`src/rtl/mcyc_memif.sv`:
```
// mcyc_memif: multicycle memory-access sequencer.
// Owns PC, IR, MDR and MAR and runs fetch/load/store transactions against a
// variable-latency memory using a ready handshake. A wait-state timeout raises
// a sticky fault.
// Optional build macro: MEMIF_ALIGN_CHECK_EN enables the address alignment
// check at request accept (misaligned requests fault instead of issuing).
module mcyc_memif #(
  parameter int                DATA_W   = 32,
  parameter int                ADDR_W   = 32,
  parameter logic [ADDR_W-1:0] RESET_PC = '0,
  parameter int                PC_STEP  = 4,
  parameter int                MAX_WAIT = 15
) (
  input  logic              iClk,
  input  logic              nRst,
  input  logic              iReqFetch,
  input  logic              iReqLoad,
  input  logic              iReqStore,
  input  logic [ADDR_W-1:0] iDataAddr,
  input  logic [DATA_W-1:0] iStoreData,
  input  logic              iPcLoad,
  input  logic [ADDR_W-1:0] iPcValue,
  output logic [ADDR_W-1:0] oPC,
  output logic [DATA_W-1:0] oIR,
  output logic [DATA_W-1:0] oMDR,
  output logic              oBusy,
  output logic              oDone,
  output logic              oFault,
  output logic [ADDR_W-1:0] oMemAddr,
  output logic [DATA_W-1:0] oMemData,
  output logic              oMemRead,
  output logic              oMemWrite,
  input  logic [DATA_W-1:0] iMemData,
  input  logic              iMemReady
);

  typedef enum logic {
    ST_IDLE,
    ST_ACCESS
  } state_t;

  typedef enum logic [1:0] {
    OP_FETCH,
    OP_LOAD,
    OP_STORE
  } op_t;

  state_t            state_q, state_d;
  op_t               op_q, op_d;
  logic [ADDR_W-1:0] pc_q, pc_d;
  logic [DATA_W-1:0] ir_q, ir_d;
  logic [DATA_W-1:0] mdr_q, mdr_d;
  logic [ADDR_W-1:0] mar_q, mar_d;
  logic [DATA_W-1:0] sdata_q, sdata_d;
  logic [7:0]        wait_q, wait_d;
  logic              done_q, done_d;
  logic              fault_q, fault_d;

  logic              req_any;
  op_t               op_sel;
  logic [ADDR_W-1:0] acc_addr;
  logic              misaligned;

  // Request decode: fixed priority fetch > load > store.
  always_comb begin
    req_any  = iReqFetch | iReqLoad | iReqStore;
    op_sel   = iReqFetch ? OP_FETCH : (iReqLoad ? OP_LOAD : OP_STORE);
    acc_addr = iReqFetch ? pc_q : iDataAddr;
  end

`ifdef MEMIF_ALIGN_CHECK_EN
  localparam int                ALIGN_BITS = $clog2(DATA_W / 8);
  localparam logic [ADDR_W-1:0] ALIGN_MASK = ADDR_W'((1 << ALIGN_BITS) - 1);

  // Alignment check on the address the accepted request would use.
  always_comb begin
    misaligned = |(acc_addr & ALIGN_MASK);
  end
`else
  // No alignment check: every address goes to memory unchanged.
  always_comb begin
    misaligned = 1'b0;
  end
`endif

  // State register.
  always_ff @(posedge iClk or negedge nRst) begin
    if (!nRst) begin
      state_q <= ST_IDLE;
    end else begin
      state_q <= state_d;
    end
  end

  // Datapath registers owned by the sequencer.
  always_ff @(posedge iClk or negedge nRst) begin
    if (!nRst) begin
      op_q    <= OP_FETCH;
      pc_q    <= RESET_PC;
      ir_q    <= '0;
      mdr_q   <= '0;
      mar_q   <= '0;
      sdata_q <= '0;
      wait_q  <= '0;
      done_q  <= 1'b0;
      fault_q <= 1'b0;
    end else begin
      op_q    <= op_d;
      pc_q    <= pc_d;
      ir_q    <= ir_d;
      mdr_q   <= mdr_d;
      mar_q   <= mar_d;
      sdata_q <= sdata_d;
      wait_q  <= wait_d;
      done_q  <= done_d;
      fault_q <= fault_d;
    end
  end

  // Next-state and register-update logic.
  always_comb begin
    state_d = state_q;
    op_d    = op_q;
    pc_d    = pc_q;
    ir_d    = ir_q;
    mdr_d   = mdr_q;
    mar_d   = mar_q;
    sdata_d = sdata_q;
    wait_d  = wait_q;
    done_d  = 1'b0;
    fault_d = fault_q;
    unique case (state_q)
      ST_IDLE: begin
        if (iPcLoad) begin
          pc_d = iPcValue;
        end else if (req_any) begin
          if (misaligned) begin
            fault_d = 1'b1;
          end else begin
            op_d    = op_sel;
            mar_d   = acc_addr;
            sdata_d = iStoreData;
            fault_d = 1'b0;
            wait_d  = '0;
            state_d = ST_ACCESS;
          end
        end
      end
      ST_ACCESS: begin
        // Ready takes precedence over the timeout on the same edge.
        if (iMemReady) begin
          done_d  = 1'b1;
          state_d = ST_IDLE;
          unique case (op_q)
            OP_FETCH: begin
              ir_d = iMemData;
              pc_d = pc_q + ADDR_W'(PC_STEP);
            end
            OP_LOAD:  mdr_d = iMemData;
            default:  ;
          endcase
        end else if (wait_q == 8'(MAX_WAIT)) begin
          fault_d = 1'b1;
          state_d = ST_IDLE;
        end else begin
          wait_d = wait_q + 8'd1;
        end
      end
      default: state_d = ST_IDLE;
    endcase
  end

  // Outputs: strobes decoded from state so reset drops them at once.
  always_comb begin
    oBusy     = (state_q == ST_ACCESS);
    oMemRead  = oBusy && (op_q != OP_STORE);
    oMemWrite = oBusy && (op_q == OP_STORE);
    oMemData  = oMemWrite ? sdata_q : '0;
    oMemAddr  = mar_q;
    oPC       = pc_q;
    oIR       = ir_q;
    oMDR      = mdr_q;
    oDone     = done_q;
    oFault    = fault_q;
  end

endmodule
```
`config.mk`:
```
export PLATFORM = sky130hd
export DESIGN_NAME = mcyc_memif
export DESIGN_NICKNAME = d
export VERILOG_FILES = /design/src/rtl/mcyc_memif.sv
export SDC_FILE = /design/constraint.sdc
export NUM_CORES = 1
export LEC_CHECK = 0
export CAP_MARGIN = 20
export CORE_MARGIN = 2
export CORE_UTILIZATION = 25
export CTS_BUF_LIST = sky130_fd_sc_hd__clkbuf_16
export DETAILED_ROUTE_END_ITERATION = 8
export HOLD_SLACK_MARGIN = 0.06
export PLACE_DENSITY = 0.52
export SYNTH_ARGS = -nofsm -noshare
export SYNTH_HDL_FRONTEND = slang
export SYNTH_SLANG_ARGS = --single-unit
```
`constraint.sdc`:
```
create_clock -name iClk -period 2 [get_ports iClk]
set_clock_uncertainty 0.05 [all_clocks]
set_input_delay 0.4 -clock iClk [delete_from_list [all_inputs] [get_ports iClk]]
set_output_delay 0.4 -clock iClk [all_outputs]
set_load 0.03 [all_outputs]
```
== After elaboration in Yosys (flattened, before gate mapping) ==
Cells that the tools add are included.

* Add/subtract/negate cells: 2
* Equal/unequal tests: 12
* Mux-type cells: 25
* Bitwise gates (word level): 4
* Reduce and logical (&&, ||, !) cells: 9

{| class="wikitable"
|+ Operators with widths
! cell !! number
|-
| $mux 32 || 5
|-
| $pmux 32 s2 || 1
|-
| $add 32x3->32 const B || 1
|-
| $mux 8 || 4
|-
| $pmux 8 s2 || 1
|-
| $ne 2x2->1 const B || 7
|-
| $reduce_and 3->1 || 4
|-
| $mux 1 || 10
|-
| $add 8x1->8 const B || 1
|-
| $eq 8x4->1 const B || 1
|-
| $reduce_and 4->1 || 2
|-
| $mux 2 || 2
|-
| $ne 2x1->1 const B || 2
|-
| $pmux 1 s2 || 2
|-
| $eq 2x1->1 const B || 1
|-
| $eq 2x2->1 const B || 1
|-
| $logic_and 1x1->1 || 2
|-
| $logic_not 2->1 || 1
|-
| $not 1->1 || 2
|-
| $or 1x1->1 || 2
|}

* Register bits: 173
* Input bits: 135
* Output and inout bits: 165
* Word-level logic and storage cells: 62

== Logic depth before layout (Yosys ltp) ==
Gate-level depths: netlist (run 1).

* Depth after elaboration: 5
* Mapped depth: 7
* Depth with buffers taken out: 6

== Worst setup path before layout (run 1) ==
Ideal clock, no wire load.

* Path kind: register to output
* From: reg state_q, in the netlist oBusy
* To: out oMemRead
* Arrival time: 1.879 ns
* Data required time: 1.550 ns
* Slack: -0.329 ns
* Stages on the path, launching flop included: 5
* Buffers on the path: 3
* Cell sequence: dfrtp_1 > buf_6 > buf_6 > clkbuf_1 > a21boi_0

* Longest elaborated chain between the ends: 1

{| class="wikitable"
|+ RTL lines
! element !! RTL line !! source
|-
| start, declared || 48 || <nowiki>state_t state_q, state_d;</nowiki>
|-
| start signal, assigned || 91 || <nowiki>state_q <= state_d;</nowiki>
|-
| $logic_and 1x1->1 || 176 || <nowiki>oMemRead = oBusy && (op_q != OP_STORE);</nowiki>
|-
| end, declared || 31 || <nowiki>output logic oMemRead,</nowiki>
|}

Every way passes these cells.

== Final worst setup path (run 1) ==
* From: reg op_q[0]
* To: out oMemData[29]

* Longest elaborated chain between the ends: 3

{| class="wikitable"
|+ RTL lines
! element !! RTL line !! source
|-
| start, declared || 49 || <nowiki>op_t op_q, op_d;</nowiki>
|-
| start signal, assigned || 108 || <nowiki>op_q <= op_d;</nowiki>
|-
| $eq 2x2->1 || 177 || <nowiki>oMemWrite = oBusy && (op_q == OP_STORE);</nowiki>
|-
| $logic_and 1x1->1 || 177 ||
|-
| $mux 32 || 178 || <nowiki>oMemData = oMemWrite ? sdata_q : '0;</nowiki>
|-
| end, declared || 30 || <nowiki>output logic [DATA_W-1:0] oMemData,</nowiki>
|}

Every way passes these cells.

==> results.yml, run 1 <==
synth:
  synth_edf_count: 0
  ys.flop_type: "dfrtp_1"
  synth_warnings: 0
  synth.cell_area_um2: 7920
  async_flop_share_pct: 100
  synth-seq-cells: 173
  yosysUniqueCellTypes: 55
  synth_area_per_cell_um2: 9.64
  syn_inst: 821
  yosysSeqAreaShare_pct: 54.7
  synth_nets: 958
worst_setup_path:
  r2r_slack_ns: 0.17
  end_kind: "output port"
  critical_path.max_fanout: 13
  reg2reg_depth: 5
  crit_type: "reg -> out"
  worstPathArrival_ns: 1.58
  cp-endpoint: "oMemData[29]"
  cp.required_ns: 1.55
  timing.rr.end: "oPC[28]"
  setup.worst_path.start: "op_q[0]"
  reg2reg_from: "oPC[10]"
  crit_path_start_kind: "register"
floorplan:
  num_io_pins: 300
  die_area_um2: 33100
  fp.dieW_um: 182
  die_h_um: 182
  start_util_pct: 25.2
  core_um2: 31400
  num_rows: 65
placement:
  gp_congestion: 0.789
  dpl.hpwl_um: 19200
  numPortBuffers: 299
drt:
  dr_total_vias: 7100
  wl_um: 26700
  drc: 0
  routed_via_density: 4.51
  drt-initial-drc-count: 391
  ant_nets: 0
  routedWlPerCell_um: 17.0
  firstDrtPassIters: 5
job:
  drv_cap: 0
grt:
  use_met2_pct: 25.8
  met3_usage_pct: 5.11
  grt_use_met1_pct: 21.6
  track_usage_pct: 16.4
  grt_remaining_overflow: 0
  grt-busiest-layer: "met2"
  grt_max_degree: 70
  grt_pass1_vias: 7424
  antenna_found_initial: 5
  grt_first_pass_wirelength_um: 42300
clock_tree:
  cts_buffers: 17
  cts.sinks: 173
  tritoncts: "yes"
  insertion_delay_ns: 0.43
  htree_levels: 4
  cts_buffer_depth: 2
  path_clk_slew_ns: 0.07
  cts.root.buffer_cell: "clkbuf_16"
timing:
  setup_ws_ns: -0.0282
  tightest_slew_ns: 0.620
  fin_crit_sh_pct: 101
  tns_ns: -0.246
  hold_viol_final: 0
  layout_min_cycle_time_ns: 2.03
  fmax_mhz: 493
  rsz0062_at_grt: "true"
  setup_viol: 12
  relSlewSlack_pct: 58.6
  fin_hold_ws_ns: 0.324
  finalMaxSlewViolations: 0
outcome:
  status: "finished with violations"
  violations: "negative setup slack"
finish:
  fin_nets: 1292
  area_growth_pct: 57.8
  drive_above_1_share_pct: 18.4
pwr:
  p_per_area_nw_per_um2: 1330
  ir_drop_mv: 0.790
  p_leak_nw: 5.65
hold_path:
  hold_path.class: "in -> async"
sequential cells by signal, indices dropped and copies added (netlist names):
register,flops
oIR,32
oPC,32
op_q,2
oMemAddr,32
oMDR,32
oFault,1
sdata_q,32
oDone,1
wait_q,8
oBusy,1
cell type report:
cell class	count	area (µm²)
Antenna cell	3	7.51
Clock inverter	15	121
Multi-Input combinational cell	591	3420
Fill cell	3171	18900
Sequential cell	173	4340
Inverter	7	26.3
Timing Repair Buffer	365	3660
Tap cell	402	503
Clock buffer	17	425
worst min path at each step:
| stage | start | to | slack [ns] |
|---|---|---|---|
| 2_1_floorplan | nRst | oBusy | 0.05 |
| 3_3_place_gp | nRst | oMemAddr[14] | 0.21 |
| 3_5_place_dp | nRst | oMemAddr[14] | 0.21 |
| 4_1_cts | nRst | oMemAddr[14] | 0.32 |
| 5_1_grt | nRst | oMemAddr[14] | 0.34 |
| 6_report | nRst | oMemAddr[14] | 0.32 |
cells in the final DEF (no fill, tap or decap), types with 3 or more instances in the layout:
master / count
and2_4: 27
o2bb2a_1: 5
nor3_1: 7
nand2b_1: 4
a21oi_1: 38
buf_12: 11
clkbuf_16: 17
inv_1: 6
diode_2: 3
mux2i_1: 37
dlymetal6s2s_1: 4
o21ai_0: 42
dfrtp_2: 6
a31oi_1: 5
clkinv_1: 4
inv_6: 4
mux2_2: 32
dfrtp_1: 167
dlygate4sd2_1: 26
and2_1: 7
nand2_1: 261
o22a_1: 7
buf_6: 36
o22ai_1: 11
nand3_1: 26
clkinvlp_4: 3
nand4_1: 7
a41oi_1: 3
buf_4: 54
clkdlybuf4s50_1: 230
xnor2_1: 4
nor2_1: 24
o31ai_1: 4
o32ai_1: 4
through the flow:
step	instances	worst slack (ns)	utilization, %	area, µm²	total power, W
final	1573	-0.0282	39.8	12500	0.0166
after CTS	1573	-0.101	40.0	12500	0.0169
after detailed placement	1530	-0.113	37.2	11700	0.0135
after floorplan	821	0.0319	-	7930	0.00971
after global routing	1572	-0.0919	39.8	12500	0.0176
after global placement	1530	-0.0935	37.2	11700	0.0134
metal layers:
metal	vias up	part of all wire (%)	wire, µm
met3	28	6.8	1810
li1	3451	-	-
met5	-	0.10	27
met1	3393	46	12400
met4	4	1.8	484
met2	224	45	12000
logic make-up after synthesis:
kind of cell | share of synthesized area (%)
and+or+nand+nor | 22.2
DFF | 54.7
AOI/OAI and AO/OA | 9.64
muxes | 9.23
buffers and inverters | 3.43
xor gates and xnor gates | 0.553
adders and majority gates | 0.316
synthesized netlist by cell type, types with 2 or more instances:
master      n  share of area, %
nor4_1      2              0.16
a21oi_1    38               2.4
nor2_1     24               1.1
nor2_2      2              0.16
o21ai_0    42               2.7
and4_1      2              0.22
or2_2       2              0.16
inv_1       7              0.33
o22a_1      7              0.77
buf_4       2              0.19
nor3_1      7              0.44
o22ai_1    11              0.87
nand3b_1    2              0.19
o31ai_1     4              0.38
mux2i_1    37               4.7
clkbuf_1   32               1.5
ha_1        2              0.32
o32ai_1     4              0.44
xnor2_1     4              0.44
buf_2       7              0.44
a41oi_1     3              0.33
or4_1       2              0.19
nand4_1     7              0.55
nand3_1    26               1.6
nand2b_1    4              0.32
mux2_2     32               4.6
o2bb2a_1    5              0.63
buf_6       5              0.71
buf_1       3              0.14
nand2_1   261                12
dfrtp_1   173                55
and3_1      3              0.24
a31oi_1     5              0.40
and2_1     33               2.6
timing repair:
action	in CTS	in global routing
hold buffers	1	0
pin swaps	12	8
endpoints found under the hold margin	21	0
setup buffers	7	0
cloned	3	0
resized for setup	93	10
endpoints found under the setup margin	59	37
worst max-delay path: stages (launching register included):
cell     delay, ns
dfrtp_2       0.41
inv_2         0.05
and3_4        0.25
buf_8         0.16
and2_1        0.15
buf_6         0.13
power by group:
group / switching [W] / total, W / internal (W) / leakage, nW
clock: 0.00153 / 0.00325 / 0.00171 / 0.260
sequential: 0.000904 / 0.00564 / 0.00474 / 2.10
combinational: 0.00446 / 0.00771 / 0.00325 / 3.29
(Power assumes the default switching activity.)
==> run 2: changes to the inputs <==
--- a/config.mk
+++ b/config.mk
@@ -6,6 +6,7 @@
 export NUM_CORES = 1
 export LEC_CHECK = 0
 export CAP_MARGIN = 20
+export CORE_ASPECT_RATIO = 2
 export CORE_MARGIN = 2
 export CORE_UTILIZATION = 25
 export CTS_BUF_LIST = sky130_fd_sc_hd__clkbuf_16
==> results.yml, run 2 (synthesized netlist as in run 1, its figures left out) <==
clock_tree:
  htree_levels: 4
  cts_buffers: 17
  cts.root.buffer_cell: "clkbuf_16"
  tritoncts: "yes"
  insertion_delay_ns: 0.45
  cts_buffer_depth: 2
  cts.sinks: 173
  path_clk_slew_ns: 0.07
finish:
  mostFrequentLayoutCells: "nand2_1 (260), clkdlybuf4s50_1 (209), dfrtp_1 (169)"
  area_growth_pct: 61.7
  drive_above_1_share_pct: 19.8
  final_common_cell: "nand2_1"
  fin_cells: 1603
  fin_nets: 1303
drt:
  routed_via_density: 4.56
  dr_total_vias: 7311
  routedWlPerCell_um: 17.4
  wl_um: 27900
  drc: 0
  firstDrtPassIters: 5
  ant_nets: 0
  drt-initial-drc-count: 420
floorplan:
  start_util_pct: 25.3
  num_io_pins: 300
  fp.dieW_um: 130
  die_h_um: 256
  num_rows: 92
  core_um2: 31300
  die_area_um2: 33200
pwr:
  p_leak_nw: 5.96
  ir_drop_mv: 0.920
  p_per_area_nw_per_um2: 1330
timing:
  layout_min_cycle_time_ns: 2.08
  fmax_mhz: 481
  setup_ws_ns: -0.0800
  setup_viol: 18
  rsz0062_at_grt: "true"
  finalMaxSlewViolations: 0
  tightest_slew_ns: 0.551
  relSlewSlack_pct: 63.3
  hold_viol_final: 0
  fin_crit_sh_pct: 104
  tns_ns: -0.663
outcome:
  violations: "negative setup slack"
  status: "finished with violations"
worst_setup_path:
  critical_path.max_fanout: 5
  crit_type: "reg -> out"
  crit_path_start_kind: "register"
  end_kind: "output port"
  cp.required_ns: 1.55
  worstPathArrival_ns: 1.63
grt:
  grt_pass1_vias: 7500
  grt_max_degree: 50
  antenna_found_initial: 1
  grt_first_pass_wirelength_um: 43000
  grt_remaining_overflow: 0
  track_usage_pct: 16.7
placement:
  dp_cells: 1551
  numPortBuffers: 299
  gp_congestion: 0.847
  dpl.hpwl_um: 20200
hold_path:
  hold_path.class: "in -> reg"
job:
  drv_cap: 0
[run 2: cell count changes in the layout (fill, tap and decap cells not counted), sizes merged]
cell           change
clkinvlp           -3
diode              -2
clkdlybuf4s50     -21
clkinv             -2
dlygate4sd2       +10
dlymetal6s2s      +13
clkbuf             +1
inv                +5
buf                +8
[run 2: where the power goes]
part | internal, W | total, W | switching, W
registers | 0.00473 | 0.00554 | 0.000808
clock network | 0.00179 | 0.00340 | 0.00161
logic | 0.00334 | 0.00804 | 0.00470
total | 0.00986 | 0.0170 | 0.00712
[run 2: metrics by stage]
step	total power [W]	cell area [µm²]	hold slack, ns	util (%)	worst slack [ns]
final	0.0170	12800	0.366	40.9	-0.0800
after global routing	0.0180	12800	0.371	40.9	-0.136
after CTS	0.0172	12700	0.350	40.5	-0.161
after detailed placement	0.0136	11800	0.357	37.6	-0.203
after global placement	0.0136	11800	0.349	37.6	-0.184
after floorplan	0.00971	7930	0.0544	-	0.0319
[run 2: per-layer routing]
| layer | vias up | track usage (%) | routed length, µm |
|---|---|---|---|
| li1 | 3477 | - | - |
| met1 | 3486 | 21.9 | 12300 |
| met2 | 331 | 26.4 | 12700 |
| met3 | 17 | 5.77 | 2490 |
| met4 | 0 | 4.12 | 320 |
| met5 | - | 0 | 0 |
[run 2: final timing paths]
kind / end / slack (ns) / start / cells past startpoint
setup / recovery: oMemData[6] / -0.08 / op_q[0] / 6
hold / removal: op_q[1] / 0.37 / iReqFetch / 3
setup reg to reg: oPC[22] / 0.11 / oPC[2] / 6
hold reg to reg: oIR[26] / 0.42 / oIR[26] / 2
max in group asynchronous: oMDR[5] / 0.81 / nRst / 3
min in group asynchronous: sdata_q[22] / 0.45 / nRst / 2
[run 2: layout make-up]
type	count	area (µm²)
Fill cell	3156	18500
Sequential cell	173	4330
Antenna cell	1	2.50
Tap cell	423	529
Clock inverter	15	170
Clock buffer	17	425
Timing Repair Buffer	376	3860
Inverter	7	26.3
Multi-Input combinational cell	591	3460
[run 2: what timing repair did]
action / 4_1_cts / 5_1_grt
pin swaps: 13 / 4
cloned: 3 / 1
hold endpoints to repair: 44 / 0
buffers inserted: 7 / 10
gates resized for setup: 103 / 30
hold buffers: 1 / 0
endpoints found under the setup margin: 72 / 59
[run 2: worst max-delay path, cell delays in order, from the launching register on]
cell and delay [ns]:
dfrtp_1 0.40, inv_2 0.06, and3_4 0.23, buf_4 0.13, buf_12 0.11, and2_4 0.14, buf_6 0.12
==> run 3: changes to the inputs <==
--- a/config.mk
+++ b/config.mk
@@ -8,11 +8,12 @@
 export CAP_MARGIN = 20
 export CORE_ASPECT_RATIO = 2
 export CORE_MARGIN = 2
-export CORE_UTILIZATION = 25
+export CORE_UTILIZATION = 42
 export CTS_BUF_LIST = sky130_fd_sc_hd__clkbuf_16
 export DETAILED_ROUTE_END_ITERATION = 8
 export HOLD_SLACK_MARGIN = 0.06
-export PLACE_DENSITY = 0.52
+export PLACE_DENSITY = 0.79
+export SKIP_LAST_GASP = 1
 export SYNTH_ARGS = -nofsm -noshare
 export SYNTH_HDL_FRONTEND = slang
 export SYNTH_SLANG_ARGS = --single-unit
==> results.yml, run 3 (synthesized netlist as in run 1, its figures left out) <==
outcome:
  violations: "negative setup slack"
  status: "finished with violations"
worst_setup_path:
  worstPathArrival_ns: 1.66
  crit_path_start_kind: "register"
  end_kind: "output port"
  cp.required_ns: 1.55
  crit_type: "reg -> out"
  setup.worst_path.start: "op_q[0]"
  critical_path.max_fanout: 5
  r2r_slack_ns: 0.17
  reg2reg_from: "oPC[2]"
timing:
  setup_viol: 32
  fin_crit_sh_pct: 105
  hold_viol_final: 0
  tns_ns: -1.26
  tightest_slew_ns: 0.583
  fmax_mhz: 474
  fin_hold_ws_ns: 0.310
  setup_ws_ns: -0.108
  finalMaxSlewViolations: 0
  relSlewSlack_pct: 61.1
  rsz0062_at_grt: "true"
  layout_min_cycle_time_ns: 2.11
floorplan:
  die_area_um2: 20000
  core_um2: 18700
  num_rows: 71
  fp.dieW_um: 101
  start_util_pct: 42.4
  die_h_um: 198
  num_io_pins: 300
placement:
  gp_congestion: 0.872
  place_area_um2: 11400
  numPortBuffers: 299
  dpl.hpwl_um: 18900
  dp_cells: 1344
grt:
  grt_first_pass_wirelength_um: 40300
  grt_max_degree: 51
  grt_remaining_overflow: 0
  antenna_found_initial: 3
  grt_pass1_vias: 7562
  track_usage_pct: 26.3
drt:
  firstDrtPassIters: 5
  wl_um: 26200
  drt-initial-drc-count: 359
  drc: 0
  routedWlPerCell_um: 18.8
  routed_via_density: 5.33
  ant_nets: 0
  dr_total_vias: 7405
finish:
  area_growth_pct: 55.7
  fill_cells: 1401
  final_common_cell: "nand2_1"
  fin_nets: 1291
  multi_input_area_um2: 3390
  fin_area_um2: 12300
  fin_cells: 1389
  mostFrequentLayoutCells: "nand2_1 (261), clkdlybuf4s50_1 (234), dfrtp_1 (168)"
  drive_above_1_share_pct: 17.1
  seq_area_um2: 4340
clock_tree:
  path_clk_slew_ns: 0.07
  cts.sinks: 173
  cts_buffers: 17
  insertion_delay_ns: 0.43
  htree_levels: 4
  cts.root.buffer_cell: "clkbuf_16"
  tritoncts: "yes"
  cts_buffer_depth: 2
job:
  drv_cap: 0
pwr:
  p_leak_nw: 5.66
  ir_drop_mv: 0.997
  p_per_area_nw_per_um2: 1390
  power.total_w: 0.0171
hold_path:
  hold_path.class: "in -> reg"
  hp-start: "iReqFetch"
[run 3: cell types whose count changed in the layout (fill, tap and decap cells not counted), moves of 5 or more]
cell | previous run | this run
clkdlybuf4s50_1 | 209 | 234
dlygate4sd2_1 | 36 | 27
and2_1 | 2 | 20
buf_12 | 16 | 11
dlymetal6s2s_1 | 17 | 1
buf_4 | 57 | 52
and2_4 | 32 | 14
[run 3: critical path: stages (launching register included)]
cell,delay [ns]
dfrtp_2,0.42
inv_2,0.06
and3_4,0.22
buf_6,0.14
buf_12,0.12
and2_4,0.13
buf_6,0.12
[run 3: worst paths after layout]
check,endpoint,cells after the start
setup reg to reg,oPC[22],6
setup / recovery,oMemData[12],6
hold reg to reg,sdata_q[11],2
hold / removal,op_q[1],3
max in group asynchronous,oPC[2],3
min in group asynchronous,sdata_q[20],2
[run 3: through the flow]
stage                     worst slack [ns]  utilization (%)
final                               -0.108             66.1
after global routing                -0.150             66.1
after CTS                           -0.152             65.8
after detailed placement            -0.154             61.3
after global placement              -0.104             61.3
after floorplan                     0.0319                -
[run 3: power breakdown]
part | leakage [nW] | internal (W) | total (W) | switching, W
clock network | 0.318 | 0.00212 | 0.00361 | 0.00149
registers | 2.10 | 0.00474 | 0.00559 | 0.000859
logic | 3.24 | 0.00328 | 0.00791 | 0.00463
total | 5.66 | 0.0101 | 0.0171 | 0.00698
[run 3: final cells by class]
cell class | count | share of cell area (%)
antenna | 3 | 0.0609
clock buffer | 17 | 3.45
clock inverter | 15 | 1.69
inverter | 7 | 0.213
multi-input combinational | 591 | 27.5
sequential | 173 | 35.2
tap | 219 | 2.22
timing repair buffer | 364 | 29.7
[run 3: timing repair]
action / 4_1_cts / 5_1_grt
setup buffers: 6 / 1
resized for setup: 62 / 21
gates cloned: 3 / 0
hold buffers: 1 / 0
pin swaps: 7 / 6
endpoints found under the hold margin: 34 / 0
setup endpoints to repair: 60 / 39
[run 3: routing by layer]
metal	track usage, %	up-vias	share of wire, %	wire length, µm
li1	-	3450	-	-
met4	15.1	0	5.3	1390
met5	0	-	0	0
met3	6.39	76	6.0	1570
met2	45.9	298	53	13800
met1	28.2	3581	36	9380
